--- src/rtl/connect_sched_pkg.sv ---
// Shared definitions for the fully-connected stage sequencer.
package connect_sched_pkg;

  typedef enum logic [2:0] {
    StIdle  = 3'd0,
    StFetch = 3'd1,
    StLoad  = 3'd2,
    StIssue = 3'd3,
    StWait  = 3'd4,
    StPush  = 3'd5,
    StFin   = 3'd6
  } state_e;

  localparam int unsigned BURST_LEN = 9;
  localparam int unsigned CM_VEC_W  = 216;

endpackage

--- src/rtl/connect_argmax.sv ---
// Running arg-max register; ties keep the earlier (lower) index.
module connect_argmax #(
  parameter int unsigned IDX_W = 4,
  parameter int unsigned VAL_W = 8
) (
  input  logic             clk,
  input  logic             rst_n,
  input  logic             clr,
  input  logic             upd,
  input  logic             first,
  input  logic [VAL_W-1:0] value,
  input  logic [IDX_W-1:0] idx,
  output logic [IDX_W-1:0] best_idx
);

  logic [VAL_W-1:0] best_q;
  logic [IDX_W-1:0] best_idx_q;

  always_ff @(posedge clk or negedge rst_n) begin
    if (!rst_n) begin
      best_q     <= '0;
      best_idx_q <= '0;
    end else if (clr) begin
      best_q     <= '0;
      best_idx_q <= '0;
    end else if (upd && (first || value > best_q)) begin
      best_q     <= value;
      best_idx_q <= idx;
    end
  end

  assign best_idx = best_idx_q;

endmodule

--- src/rtl/counter_utility.sv ---
// Free-running modulo counter with synchronous clear and count enable.
module counter_utility #(
  parameter int unsigned CNT_WIDTH = 4,
  parameter int unsigned CNT_MAX   = 9
) (
  input  logic                 clk,
  input  logic                 rst_n,
  input  logic                 clr,
  input  logic                 en,
  output logic [CNT_WIDTH-1:0] cnt
);

  logic [CNT_WIDTH-1:0] cnt_q;

  always_ff @(posedge clk or negedge rst_n) begin
    if (!rst_n) begin
      cnt_q <= '0;
    end else if (clr) begin
      cnt_q <= '0;
    end else if (en) begin
      cnt_q <= (cnt_q == CNT_WIDTH'(CNT_MAX - 1)) ? '0 : cnt_q + 1'b1;
    end
  end

  assign cnt = cnt_q;

endmodule

--- src/rtl/connect_sched.sv ---
// Fully-connected stage sequencer: one 9-cycle dot-product burst per weight set,
// results streamed out over valid/ready with a running arg-max.
module connect_sched
  import connect_sched_pkg::*;
#(
  parameter int unsigned N_OUT   = 10,
  parameter int unsigned IDX_W   = 4,
  parameter int unsigned VEC_W   = CM_VEC_W,
  parameter int unsigned TIMEOUT = 32
) (
  input  logic             clk,
  input  logic             rst_n,
  input  logic             start,
  input  logic [VEC_W-1:0] feat_in,
  output logic             busy,
  output logic             done,
  output logic             err,
  output logic             wt_rd_en,
  output logic [IDX_W-1:0] wt_addr,
  input  logic [VEC_W-1:0] wt_rdata,
  output logic             cm_in_vld,
  output logic [VEC_W-1:0] cm_pool_lin,
  output logic [VEC_W-1:0] cm_weight_lin,
  input  logic [7:0]       cm_ans_reg,
  input  logic             cm_out_vld,
  output logic             res_vld,
  input  logic             res_rdy,
  output logic [IDX_W-1:0] res_idx,
  output logic [7:0]       res_data,
  output logic [IDX_W-1:0] cls_idx
);

  localparam int unsigned TMO_W = (TIMEOUT > 1) ? $clog2(TIMEOUT) : 1;

  state_e           state_q, state_d;
  logic [IDX_W-1:0] idx_q;
  logic [VEC_W-1:0] pool_q, weight_q;
  logic [7:0]       res_data_q;
  logic [IDX_W-1:0] res_idx_q;
  logic             err_q;
  logic [TMO_W-1:0] tmo_q;
  logic [3:0]       burst_cnt;
  logic             accept, last_idx, tmo_hit, xfer;

  assign accept   = (state_q == StIdle) && start;
  assign last_idx = (idx_q == IDX_W'(N_OUT - 1));
  assign tmo_hit  = (tmo_q == TMO_W'(TIMEOUT - 1));
  assign xfer     = (state_q == StPush) && res_rdy;

  counter_utility #(
    .CNT_WIDTH(4),
    .CNT_MAX  (BURST_LEN)
  ) u_burst (
    .clk  (clk),
    .rst_n(rst_n),
    .clr  (state_q == StLoad),
    .en   (state_q == StIssue),
    .cnt  (burst_cnt)
  );

  connect_argmax #(
    .IDX_W(IDX_W),
    .VAL_W(8)
  ) u_argmax (
    .clk     (clk),
    .rst_n   (rst_n),
    .clr     (accept),
    .upd     (xfer),
    .first   (idx_q == '0),
    .value   (res_data_q),
    .idx     (idx_q),
    .best_idx(cls_idx)
  );

  always_ff @(posedge clk or negedge rst_n) begin
    if (!rst_n) begin
      state_q <= StIdle;
    end else begin
      state_q <= state_d;
    end
  end

  always_comb begin
    state_d = state_q;
    unique case (state_q)
      StIdle:  if (start) state_d = StFetch;
      StFetch: state_d = StLoad;
      StLoad:  state_d = StIssue;
      StIssue: if (burst_cnt == 4'(BURST_LEN - 1)) state_d = StWait;
      StWait: begin
        if (cm_out_vld) state_d = StPush;
        else if (tmo_hit) state_d = StFin;
      end
      StPush:  if (res_rdy) state_d = last_idx ? StFin : StFetch;
      StFin:   state_d = StIdle;
      default: state_d = StIdle;
    endcase
  end

  always_ff @(posedge clk or negedge rst_n) begin
    if (!rst_n) begin
      idx_q      <= '0;
      pool_q     <= '0;
      weight_q   <= '0;
      res_data_q <= '0;
      res_idx_q  <= '0;
      err_q      <= 1'b0;
      tmo_q      <= '0;
    end else begin
      if (accept) begin
        pool_q <= feat_in;
        idx_q  <= '0;
      end else if (xfer && !last_idx) begin
        idx_q <= idx_q + 1'b1;
      end
      if (state_q == StLoad) begin
        weight_q <= wt_rdata;
        tmo_q    <= '0;
      end else if (state_q == StWait) begin
        tmo_q <= tmo_q + 1'b1;
      end
      if (state_q == StWait && cm_out_vld) begin
        res_data_q <= cm_ans_reg;
        res_idx_q  <= idx_q;
      end
      // A result arriving outside WAIT is dropped but flagged.
      if (accept) begin
        err_q <= 1'b0;
      end else if ((state_q != StWait && cm_out_vld) ||
                   (state_q == StWait && !cm_out_vld && tmo_hit)) begin
        err_q <= 1'b1;
      end
    end
  end

  always_comb begin
    busy          = (state_q != StIdle);
    done          = (state_q == StFin);
    wt_rd_en      = (state_q == StFetch);
    wt_addr       = idx_q;
    cm_in_vld     = (state_q == StIssue);
    cm_pool_lin   = pool_q;
    cm_weight_lin = weight_q;
    res_vld       = (state_q == StPush);
    res_idx       = res_idx_q;
    res_data      = res_data_q;
    err           = err_q;
  end

endmodule

--- config.mk ---
export PLATFORM = sky130hd
export DESIGN_NAME = connect_sched
export DESIGN_NICKNAME = d
export VERILOG_FILES = /design/src/rtl/connect_sched_pkg.sv /design/src/rtl/connect_argmax.sv /design/src/rtl/counter_utility.sv /design/src/rtl/connect_sched.sv
export SDC_FILE = /design/constraint.sdc
export NUM_CORES = 1
export LEC_CHECK = 0
export CAP_MARGIN = 0
export CORE_AREA = 2 2 354 356
export CTS_CLUSTER_DIAMETER = 80
export DETAILED_ROUTE_END_ITERATION = 6
export DIE_AREA = 0 0 356 358
export GPL_TIMING_DRIVEN = 0
export PLACE_DENSITY = 0.43
export SETUP_SLACK_MARGIN = 0.5
export SLEW_MARGIN = 5
export SYNTH_ARGS = -nofsm -noshare
export SYNTH_HDL_FRONTEND = slang
export SYNTH_SLANG_ARGS = --single-unit
--- constraint.sdc ---
create_clock -name clk -period 2.4 [get_ports clk]
set_input_delay 0.72 -clock clk [delete_from_list [all_inputs] [get_ports clk]]
set_output_delay 0.72 -clock clk [all_outputs]
set_load 0.005 [all_outputs]
==> impl_metrics.toml <==
[sta]
worst_pin_slew_ns = 0.6267
finalCriticalPeriod_ns = 2.335
finalHoldViolCount = 0
fin_skew_ns = 0.05670
maxSlewViolCount = 0
setup_viol = 0
slew-limit-headroom_pct = 58.22
rsz0062_at_grt = "yes"
timing.hold.ws_ns = 0.07161
max_clock_freq_ghz = 0.4282
finalWorstSetupSlack_ns = 0.06469
period_share_pct = 97.30

[yosys]
synth_top_family_by_area = "simple AND/OR/NAND/NOR gates"
yosys-mux-area-fraction_pct = 13.96
synth_compound_area_share_pct = 2.298
yosysMostFrequentCell = "nand2_1"
ys_async_sr_fraction_pct = 100.0
syn-num-nets = 2052
synthFlopType = "dfrtp_1"
synthXorXnorAreaFrac_pct = 0.1898
yosysUniqueCellTypes = 45
netlist_area_sq_um = 18460
synth_edf_count = 0
syn_inst = 1592
synth_area_leaders = "dfrtp_1 (64%), mux2_2 (14%), nand2_1 (13%)"
synth_simple_gate_area_share_pct = 15.36
avgSynthCellArea_sq_um = 11.59
synth_common_cells = "nand2_1 (661), dfrtp_1 (473), mux2_2 (226)"
yosys.area_share.adder_pct = 1.017
ys_warn_count = 0
synth_top_cell_area_share_pct = 64.14
ys_seq_elements = 473
yosysSeqAreaShare_pct = 64.14
synth_top_area_cell = "dfrtp_1"

[worst_setup_path]
required_ns = 1.68
r2r_cells = 14
endpoint = "done"
critical_path.max_fanout = 4
regToRegStartpoint = "state_q[0]$_DFFE_PN0P_"
worstSetupPathType = "flop to primary output"
r2r_slack_ns = 0.21
cp-start-kind = "flop"
critPathLaunch = "state_q[2]$_DFFE_PN0P_"
r2r_end = "cm_pool_lin[119]$_DFFE_PN0P_"
crit_path_end_kind = "primary output"
arrival_ns = 1.62

[power]
p_seq_share_pct = 33.2
p_leak_nw = 15.75
switchingPower_w = 0.01451
powerDensity_nw_per_um2 = 1272
power.share.clock_pct = 24.0
pwr-share-comb_pct = 42.8
vdd_drop_max_v = 0.0006179
sw_frac_of_total_pct = 34.27
p_int_w = 0.02782

[clock_network]
cts_tree = "done"
clockRootBuffer = "clkbuf_16"
htree_levels = 3
numCtsBuffers = 67
ctsHoldBuffers = 0
clock-sinks = 473
clk_pin_slew_ns = 0.05
clockBufferDepth = 3
clk_latency_ns = 0.64

[detailed_routing]
ant_nets = 0
dr_total_vias = 15870
drt_iter0_drc = 679
firstDrtPassIters = 4
drt-total-wl_um = 86820
wl_per_cell_um = 19.72
vias_per_cell = 3.604
drc = 0

[place]
port_buffers = 902
dp_slack_ns = -0.6405
dpl.hpwl_um = 64650
place.gp.congestion = 0.7814

[global_route]
grt_max_degree = 98
grt_pass1_vias = 16429
grt_pass1_wl_um = 119900
grt_overflow = 0
track_usage_pct = 13.07
antenna_found_initial = 13

[worst_hold_path]
min_path_type = "primary input to async pin"

[final_layout]
area_growth_pct = 80.34
multi_input_area_sq_um = 6797
seq_area_sq_um = 11860
nNetsFinal = 3167
drive_above_1_share_pct = 43.47
num-fill-cells = 13098

[run]
maxCapViolCount = 0

[outcome]
outcome = "finished clean"

[floorplan]
ios = 903
dieArea_sq_um = 127400
die_y_um = 358
fp-row-count = 129
core_sq_um = 123300
start_util_pct = 14.97
die_x_um = 356
==> layout make-up <==
type / instances / area share (%)
inverter: 17 / 0.1917
timing repair buffer: 1046 / 28.00
multi-input combinational: 1020 / 20.42
clock buffer: 98 / 5.808
antenna: 10 / 0.07519
tap: 1637 / 6.154
buffer: 82 / 2.748
sequential: 473 / 35.64
clock inverter: 20 / 0.9549
==> metal layers <==
| layer | vias up | part of all wire [%] | global-route usage, % |
|---|---|---|---|
| met3 | 121 | 7.0 | 4.260 |
| li1 | 7434 | - | - |
| met1 | 7805 | 40 | 15.56 |
| met5 | - | 0.015 | 0 |
| met4 | 2 | 2.8 | 4.473 |
| met2 | 508 | 50 | 22.06 |
==> cells in the final DEF (no fill, tap or decap), types with 4 or more instances in the layout <==
master           netlist  routed
dfrtp_1              473     452
buf_12                 0      35
buf_8                  0      21
clkdlybuf4s50_1        0     480
nand2b_1               4       4
buf_6                  3      88
a22o_1                15      15
diode_2                0      10
clkbuf_4               0       5
clkbuf_8               0      15
buf_16                 0      27
nand2_1              661     470
nand2_4                0      31
ha_1                  15      15
o21ai_0               13      13
clkbuf_1              14      21
a211o_1               10      10
mux2_2               226     225
nor2_1                 9       9
buf_4                 34      91
clkbuf_16              0      69
a21oi_1                4       4
clkinv_2               0       6
nand2_2                1     157
buf_2                 31      90
nand3_1                9       8
dfrtp_2                0      21
nand2_8                0       4
inv_1                 17      17
nor4_1                10      10
clkbuf_2               0     282
==> timing repair <==
action / in CTS / in global routing
endpoints found under the setup margin: 851 / 916
pin swaps: 177 / 13
cloned: 22 / 1
gates resized for setup: 879 / 731
setup buffers: 67 / 49
==> worst min path at each step <==
stage	start	endpoint	slack, ns
after floorplan	rst_n	cm_pool_lin[0]$_DFFE_PN0P_	0.42
after global placement	cm_pool_lin[75]$_DFFE_PN0P_	cm_pool_lin[75]$_DFFE_PN0P_	0.46
after detailed placement	cm_pool_lin[0]$_DFFE_PN0P_	cm_pool_lin[0]$_DFFE_PN0P_	0.46
after CTS	rst_n	cm_weight_lin[57]$_DFFE_PN0P_	0.02
after global routing	rst_n	cm_weight_lin[60]$_DFFE_PN0P_	0.06
final	rst_n	cm_weight_lin[60]$_DFFE_PN0P_	0.07
==> cells by family (layout without fill, tap and decap cells) <==
family | count (synthesis) | after routing
and+or+nand+nor | 717 | 717
DFF | 473 | 473
muxes | 229 | 229
buffers and inverters | 99 | 1263
AOI/OAI and AO/OA | 55 | 55
adders and majority gates | 15 | 15
xor gates and xnor gates | 4 | 4
other | 0 | 10
==> power by group through the flow <==
stage	clock (W)	sequential, W	combinational, W
floorplan	0	0.0141	0.00647
global placement	0	0.0141	0.0181
detailed placement	0	0.0141	0.0181
CTS	0.0106	0.0141	0.0203
global route	0.0109	0.0145	0.0197
finish	0.0102	0.0141	0.0181
==> state kept, by name (all words and copies together), names as in the netlist, 4 cells and up <==
| name | count |
|---|---|
| u_argmax.best_idx | 4 |
| u_burst.cnt | 4 |
| tmo_q | 5 |
| cm_weight_lin | 216 |
| u_argmax.best_q | 8 |
| wt_addr | 4 |
| res_data | 8 |
| res_idx | 4 |
| cm_pool_lin | 216 |
==> worst max-delay path, cell delays in order, from the launching register on <==
cell	delay, ns
dfrtp_2	0.44
buf_6	0.15
buf_6	0.11
and3b_1	0.16
buf_6	0.12
==> stage by stage <==
step | setup TNS, ns | power, W | instance area [sq um] | cells | util [%]
after global placement | - | 0.03229 | 29530 | 4131 | 23.95
after floorplan | 0 | 0.02056 | 18460 | 1592 | -
after global routing | -0.1458 | 0.04517 | 33280 | 4402 | 26.99
after detailed placement | -93.53 | 0.03226 | 29670 | 4136 | 24.06
final | 0 | 0.04233 | 33280 | 4403 | 26.99
after CTS | -0.1156 | 0.04499 | 34190 | 4343 | 27.73
Power figures use the tool's default switching activity.
